[config.mk]
export PLATFORM = sky130hd
export DESIGN_NAME = punct_encoder
export DESIGN_NICKNAME = d
export VERILOG_FILES = /design/src/rtl/punct_encoder.sv
export SDC_FILE = /design/constraint.sdc
export NUM_CORES = 1
export LEC_CHECK = 0
export BUFFER_PORTS_ARGS = -buffer_cell sky130_fd_sc_hd__buf_2
export CAP_MARGIN = 20
export CORE_MARGIN = 2
export CORE_UTILIZATION = 40
export CTS_BUF_LIST = sky130_fd_sc_hd__clkbuf_4 sky130_fd_sc_hd__clkbuf_8
export DETAILED_ROUTE_END_ITERATION = 8
export PLACE_DENSITY = 0.71
export SLEW_MARGIN = 20
export SYNTH_ARGS = -nofsm -noshare
export SYNTH_HDL_FRONTEND = slang
export SYNTH_SLANG_ARGS = --single-unit
[constraint.sdc]
create_clock -name aclk -period 5.55 [get_ports aclk]
set_input_delay 1.11 -clock aclk [delete_from_list [all_inputs] [get_ports aclk]]
set_output_delay 1.11 -clock aclk [all_outputs]
set_load 0.01 [all_outputs]
[src/rtl/punct_encoder.sv]
`default_nettype none
// ============================================================================
// Module      : punct_encoder
// Description : K=7 (133/171 octal) convolutional encoder with 802.11a
//               puncturing (1/2, 2/3, 3/4) on an AXI-Stream beat interface.
//               A single output register sits between the streams.
//               Optional tail-bit check enabled by the macro
//               PUNCT_ENCODER_TAIL_CHECK_EN (default: disabled, tail_err = 0).
// Revision    : 1.0 - initial release
// ============================================================================
module punct_encoder #(
    parameter int WIDTH = 24
) (
    input  logic                 aclk,
    input  logic                 areset,
    input  logic [WIDTH-1:0]     s_axis_tdata,
    input  logic [3:0]           s_axis_tuser,
    input  logic                 s_axis_tvalid,
    input  logic                 s_axis_tlast,
    output logic                 s_axis_tready,
    output logic [2*WIDTH-1:0]   m_axis_tdata,
    output logic [3:0]           m_axis_tuser,
    output logic                 m_axis_tvalid,
    output logic                 m_axis_tlast,
    input  logic                 m_axis_tready,
    output logic                 tail_err
);

    // 802.11a SIGNAL-field rate codes
    localparam logic [3:0] RATE_6M  = 4'b1011;
    localparam logic [3:0] RATE_9M  = 4'b1111;
    localparam logic [3:0] RATE_12M = 4'b1010;
    localparam logic [3:0] RATE_18M = 4'b1110;
    localparam logic [3:0] RATE_24M = 4'b1001;
    localparam logic [3:0] RATE_36M = 4'b1101;
    localparam logic [3:0] RATE_48M = 4'b1000;
    localparam logic [3:0] RATE_54M = 4'b1100;

    localparam logic [1:0] MODE_R12 = 2'd0;
    localparam logic [1:0] MODE_R23 = 2'd1;
    localparam logic [1:0] MODE_R34 = 2'd2;

    localparam int PAIRS    = WIDTH / 2;
    localparam int TRIPLETS = WIDTH / 3;

    // r_state[0] holds the most recent input bit, r_state[5] the oldest
    logic [5:0]           r_state;
    logic [5:0]           w_next_state;
    logic [1:0]           w_mode;
    logic [WIDTH-1:0]     w_a;
    logic [WIDTH-1:0]     w_b;
    logic [2*WIDTH-1:0]   w_coded;
    logic                 w_accept;

    assign s_axis_tready = !m_axis_tvalid || m_axis_tready;
    assign w_accept      = s_axis_tvalid && s_axis_tready;

    // Map the rate code to a puncturing mode; unknown codes fall back to 1/2
    always_comb begin
        w_mode = MODE_R12;
        case (s_axis_tuser)
            RATE_6M, RATE_12M, RATE_24M:           w_mode = MODE_R12;
            RATE_48M:                              w_mode = MODE_R23;
            RATE_9M, RATE_18M, RATE_36M, RATE_54M: w_mode = MODE_R34;
            default:                               w_mode = MODE_R12;
        endcase
    end

    // Run the mother code over every input bit, oldest (bit 0) first
    always_comb begin : conv
        logic [5:0] v_sr;
        v_sr = r_state;
        w_a  = '0;
        w_b  = '0;
        for (int i = 0; i < WIDTH; i++) begin
            w_a[i] = s_axis_tdata[i] ^ v_sr[1] ^ v_sr[2] ^ v_sr[4] ^ v_sr[5];
            w_b[i] = s_axis_tdata[i] ^ v_sr[0] ^ v_sr[1] ^ v_sr[2] ^ v_sr[5];
            v_sr   = {v_sr[4:0], s_axis_tdata[i]};
        end
        w_next_state = v_sr;
    end

    // Puncture the A/B streams into an LSB-aligned word, unused bits zero
    always_comb begin
        w_coded = '0;
        case (w_mode)
            MODE_R23: begin
                for (int p = 0; p < PAIRS; p++) begin
                    w_coded[3*p]     = w_a[2*p];
                    w_coded[3*p + 1] = w_b[2*p];
                    w_coded[3*p + 2] = w_a[2*p + 1];
                end
            end
            MODE_R34: begin
                for (int t = 0; t < TRIPLETS; t++) begin
                    w_coded[4*t]     = w_a[3*t];
                    w_coded[4*t + 1] = w_b[3*t];
                    w_coded[4*t + 2] = w_a[3*t + 1];
                    w_coded[4*t + 3] = w_b[3*t + 2];
                end
            end
            default: begin
                for (int i = 0; i < WIDTH; i++) begin
                    w_coded[2*i]     = w_a[i];
                    w_coded[2*i + 1] = w_b[i];
                end
            end
        endcase
    end

    // Output register and encoder state; a tlast beat restarts from zero state
    always_ff @(posedge aclk or posedge areset) begin
        if (areset) begin
            r_state       <= '0;
            m_axis_tvalid <= 1'b0;
            m_axis_tlast  <= 1'b0;
            m_axis_tdata  <= '0;
            m_axis_tuser  <= '0;
        end else if (w_accept) begin
            r_state       <= s_axis_tlast ? 6'd0 : w_next_state;
            m_axis_tvalid <= 1'b1;
            m_axis_tlast  <= s_axis_tlast;
            m_axis_tdata  <= w_coded;
            m_axis_tuser  <= s_axis_tuser;
        end else if (m_axis_tready) begin
            m_axis_tvalid <= 1'b0;
        end
    end

`ifdef PUNCT_ENCODER_TAIL_CHECK_EN
    logic r_tail_err;

    // Sticky flag: a packet must end with six zero tail bits
    always_ff @(posedge aclk or posedge areset) begin
        if (areset) begin
            r_tail_err <= 1'b0;
        end else if (w_accept && s_axis_tlast && (|s_axis_tdata[WIDTH-1:WIDTH-6])) begin
            r_tail_err <= 1'b1;
        end
    end

    assign tail_err = r_tail_err;
`else
    assign tail_err = 1'b0;
`endif

endmodule
`default_nettype wire

==> results.py <==
metrics = {
    "cts": {
        "cts_tree": "built",
        "cts_buffers": 9,
        "clk_latency_ns": 0.35,
        "hold_buffers": 0,
        "cts.reportedPaths.clkPinSlew_ns": 0.07,
        "root_buffer": "clkbuf_8",
        "post_cts_resize_count": 0,
        "cts_max_level": 3,
        "clock-sinks": 60,
        "cts_setup_buffers": 0,
        "clockBufferDepth": 2,
    },
    "critical_path": {
        "r2r_setup_slack_ns": 3.75,
        "path_class": "in -> reg",
        "arrival_ns": 3.07,
        "reg2reg_from": "r_state[0]",
        "end_kind": "flip-flop",
        "reg2reg_to": "m_axis_tdata[10]",
        "reg2reg_depth": 5,
        "cp.required_ns": 5.74,
        "cp_max_fo": 20,
        "start_kind": "primary input",
    },
    "yosys": {
        "ys_warn_count": 0,
        "ys_types": 44,
        "postSynthAreaPerCell_um2": 9.85,
        "syn_area_um2": 3990,
        "syn_nets": 438,
        "yosysSeqAreaShare": 0.376,
        "ys_seq_elements": 60,
        "postSynthCellCount": 405,
    },
    "hold_path": {
        "worst_hold_path.endpoint": "m_axis_tdata[0]",
        "hold_start": "m_axis_tdata[0]",
        "hold_depth": 2,
        "hp-class": "reg -> reg",
    },
    "power_and_ir_drop": {
        "ir_drop_uv": 139,
        "leakagePower_nw": 2.21,
        "p_per_area_nw_per_um2": 354,
    },
    "floorplanning": {
        "die-area_um2": 10800,
        "row_count": 36,
        "fp.dieW_um": 104,
        "initial_utilization": 0.410,
        "top_level_ports": 89,
        "fp.dieH_um": 104,
        "coreArea_um2": 9730,
    },
    "sta": {
        "maxSlewViolCount": 0,
        "slew-limit-headroom": 0.470,
        "finalCritPeriodShare": 0.519,
        "rsz0062_at_grt": "no",
        "fmax_mhz": 347,
        "hold_viol": 0,
        "fin_tns_setup_ns": 0,
        "tightest_slew_ns": 0.794,
        "fin_skew_ns": 0.00985,
        "setup_viol": 0,
        "min_period_ns": 2.88,
    },
    "placed_design": {
        "place_area_um2": 4450,
        "dp.cells": 594,
        "hpwl_um": 7680,
        "place.gp.congestion": 0.869,
        "numPortBuffers": 87,
    },
    "global_routing": {
        "grt.overflow.total": 0,
        "antenna_found_initial": 0,
        "grt_pass1_vias": 3186,
        "grt_first_pass_wirelength_um": 16800,
        "grtUsageTotal": 0.197,
        "grt_max_degree": 75,
    },
    "job": {
        "max_cap_viol_count": 0,
    },
    "final_layout": {
        "drive_gt1_frac": 0.262,
        "syn_to_final_growth_pct": 17.2,
        "layout_commonest_cell": "buf_2",
        "stdcell_area_um2": 4680,
        "final_cell_mix": "buf_2, nand2_1, dfrtp_1",
        "layoutNonFillerInstCount": 610,
        "diodes": 0,
        "final_nets": 505,
    },
    "drt": {
        "drt_first_pass_iters": 5,
        "wl_um": 10500,
        "ant_nets": 0,
        "vias_per_cell": 5.26,
        "routedWlPerCell_um": 17.1,
        "num_vias": 3208,
        "drc": 0,
        "drt_iter0_drc": 213,
    },
    "run_status": {
        "status": "complete, no violations",
    },
}
synthesized netlist by cell type, drive strengths merged:
master | instances | area, um^2
a21oi | 20 | 100
and3 | 1 | 6.26
a22o | 1 | 8.76
o221ai | 3 | 26.3
a221o | 3 | 30.0
a222oi | 4 | 40.0
a21o | 1 | 7.51
a2bb2oi | 1 | 8.76
dfrtp | 60 | 1500
xnor2 | 64 | 613
nor4b | 1 | 15.0
nor3 | 2 | 10.0
o22ai | 11 | 68.8
xor3 | 1 | 23.8
o32ai | 1 | 8.76
o21ai | 33 | 165
nand2 | 68 | 255
o21a | 2 | 15.0
and2 | 2 | 12.5
a22oi | 5 | 37.5
or4b | 1 | 10.0
clkbuf | 14 | 52.6
nand3b | 6 | 45.0
xnor3 | 14 | 320
o2bb2ai | 1 | 8.76
conb | 1 | 3.75
xor2 | 31 | 302
a221oi | 4 | 41.3
nand2b | 2 | 12.5
nor2 | 20 | 77.6
inv | 2 | 7.51
buf | 21 | 120
o22a | 3 | 26.3
o211ai | 1 | 7.51
registers in the layout (all words and copies together) (netlist names):
register       flops
m_axis_tdata      48
r_state            6
m_axis_tuser       4
m_axis_tlast       1
m_axis_tvalid      1
kinds of logic after synthesis:
group           after synthesis  synth area share
xor+xnor                    110             0.316
simple gates                103             0.111
other cells                   1          0.000940
buf+inv                      37            0.0452
flops                        60             0.376
compound gates               94             0.151
power breakdown:
group	internal, mW	total [mW]	switching [mW]
Clock	0.275	0.454	0.180
Sequential	0.536	0.597	0.0613
Combinational	0.267	0.606	0.339
Total	1.08	1.66	0.580
layer usage:
| metal | share of wire | track usage | vias to the layer above |
|---|---|---|---|
| li1 | - | - | 1502 |
| met2 | 0.50 | 0.325 | 125 |
| met3 | 0.069 | 0.0370 | 12 |
| met4 | 0.013 | 0.0589 | 0 |
| met1 | 0.42 | 0.266 | 1569 |
| met5 | 0 | 0 | - |
stage by stage:
step | setup WS, ns | hold WS [ns] | utilization | total power, mW
global route | 2.50 | 0.519 | 0.481 | 1.75
floorplan | 2.96 | 0.460 | - | 1.01
CTS | 2.72 | 0.480 | 0.481 | 1.67
global placement | 2.40 | 0.461 | 0.457 | 1.20
finish | 2.67 | 0.478 | 0.481 | 1.66
detailed placement | 2.39 | 0.461 | 0.457 | 1.21
critical path, stage by stage:
cell	delay, ns
buf_2	0.11
or4b_1	0.87
nand2_1	0.49
nor2_1	0.10
a221oi_1	0.24
o21ai_0	0.13
cell type report:
| cell class | count | area, um^2 |
|---|---|---|
| Clock buffer | 12 | 153 |
| Clock inverter | 4 | 72.6 |
| Fill cell | 940 | 5050 |
| Inverter | 2 | 7.51 |
| Multi-Input combinational cell | 308 | 2310 |
| Sequential cell | 60 | 1500 |
| Tap cell | 133 | 166 |
| Timing Repair Buffer | 91 | 465 |
how the worst max path moves through the flow:
| stage | slack (ns) | cells past startpoint | end | start |
|---|---|---|---|---|
| after floorplan | 2.96 | 1 | m_axis_tdata[0] | areset |
| after global placement | 2.40 | 6 | m_axis_tdata[29] | s_axis_tuser[0] |
| after detailed placement | 2.39 | 6 | m_axis_tdata[4] | s_axis_tuser[0] |
| after CTS | 2.72 | 6 | m_axis_tdata[4] | s_axis_tuser[0] |
| after global routing | 2.50 | 6 | m_axis_tdata[34] | s_axis_tuser[3] |
| final | 2.67 | 6 | m_axis_tdata[4] | s_axis_tuser[0] |
Power figures use the tool's default switching activity.
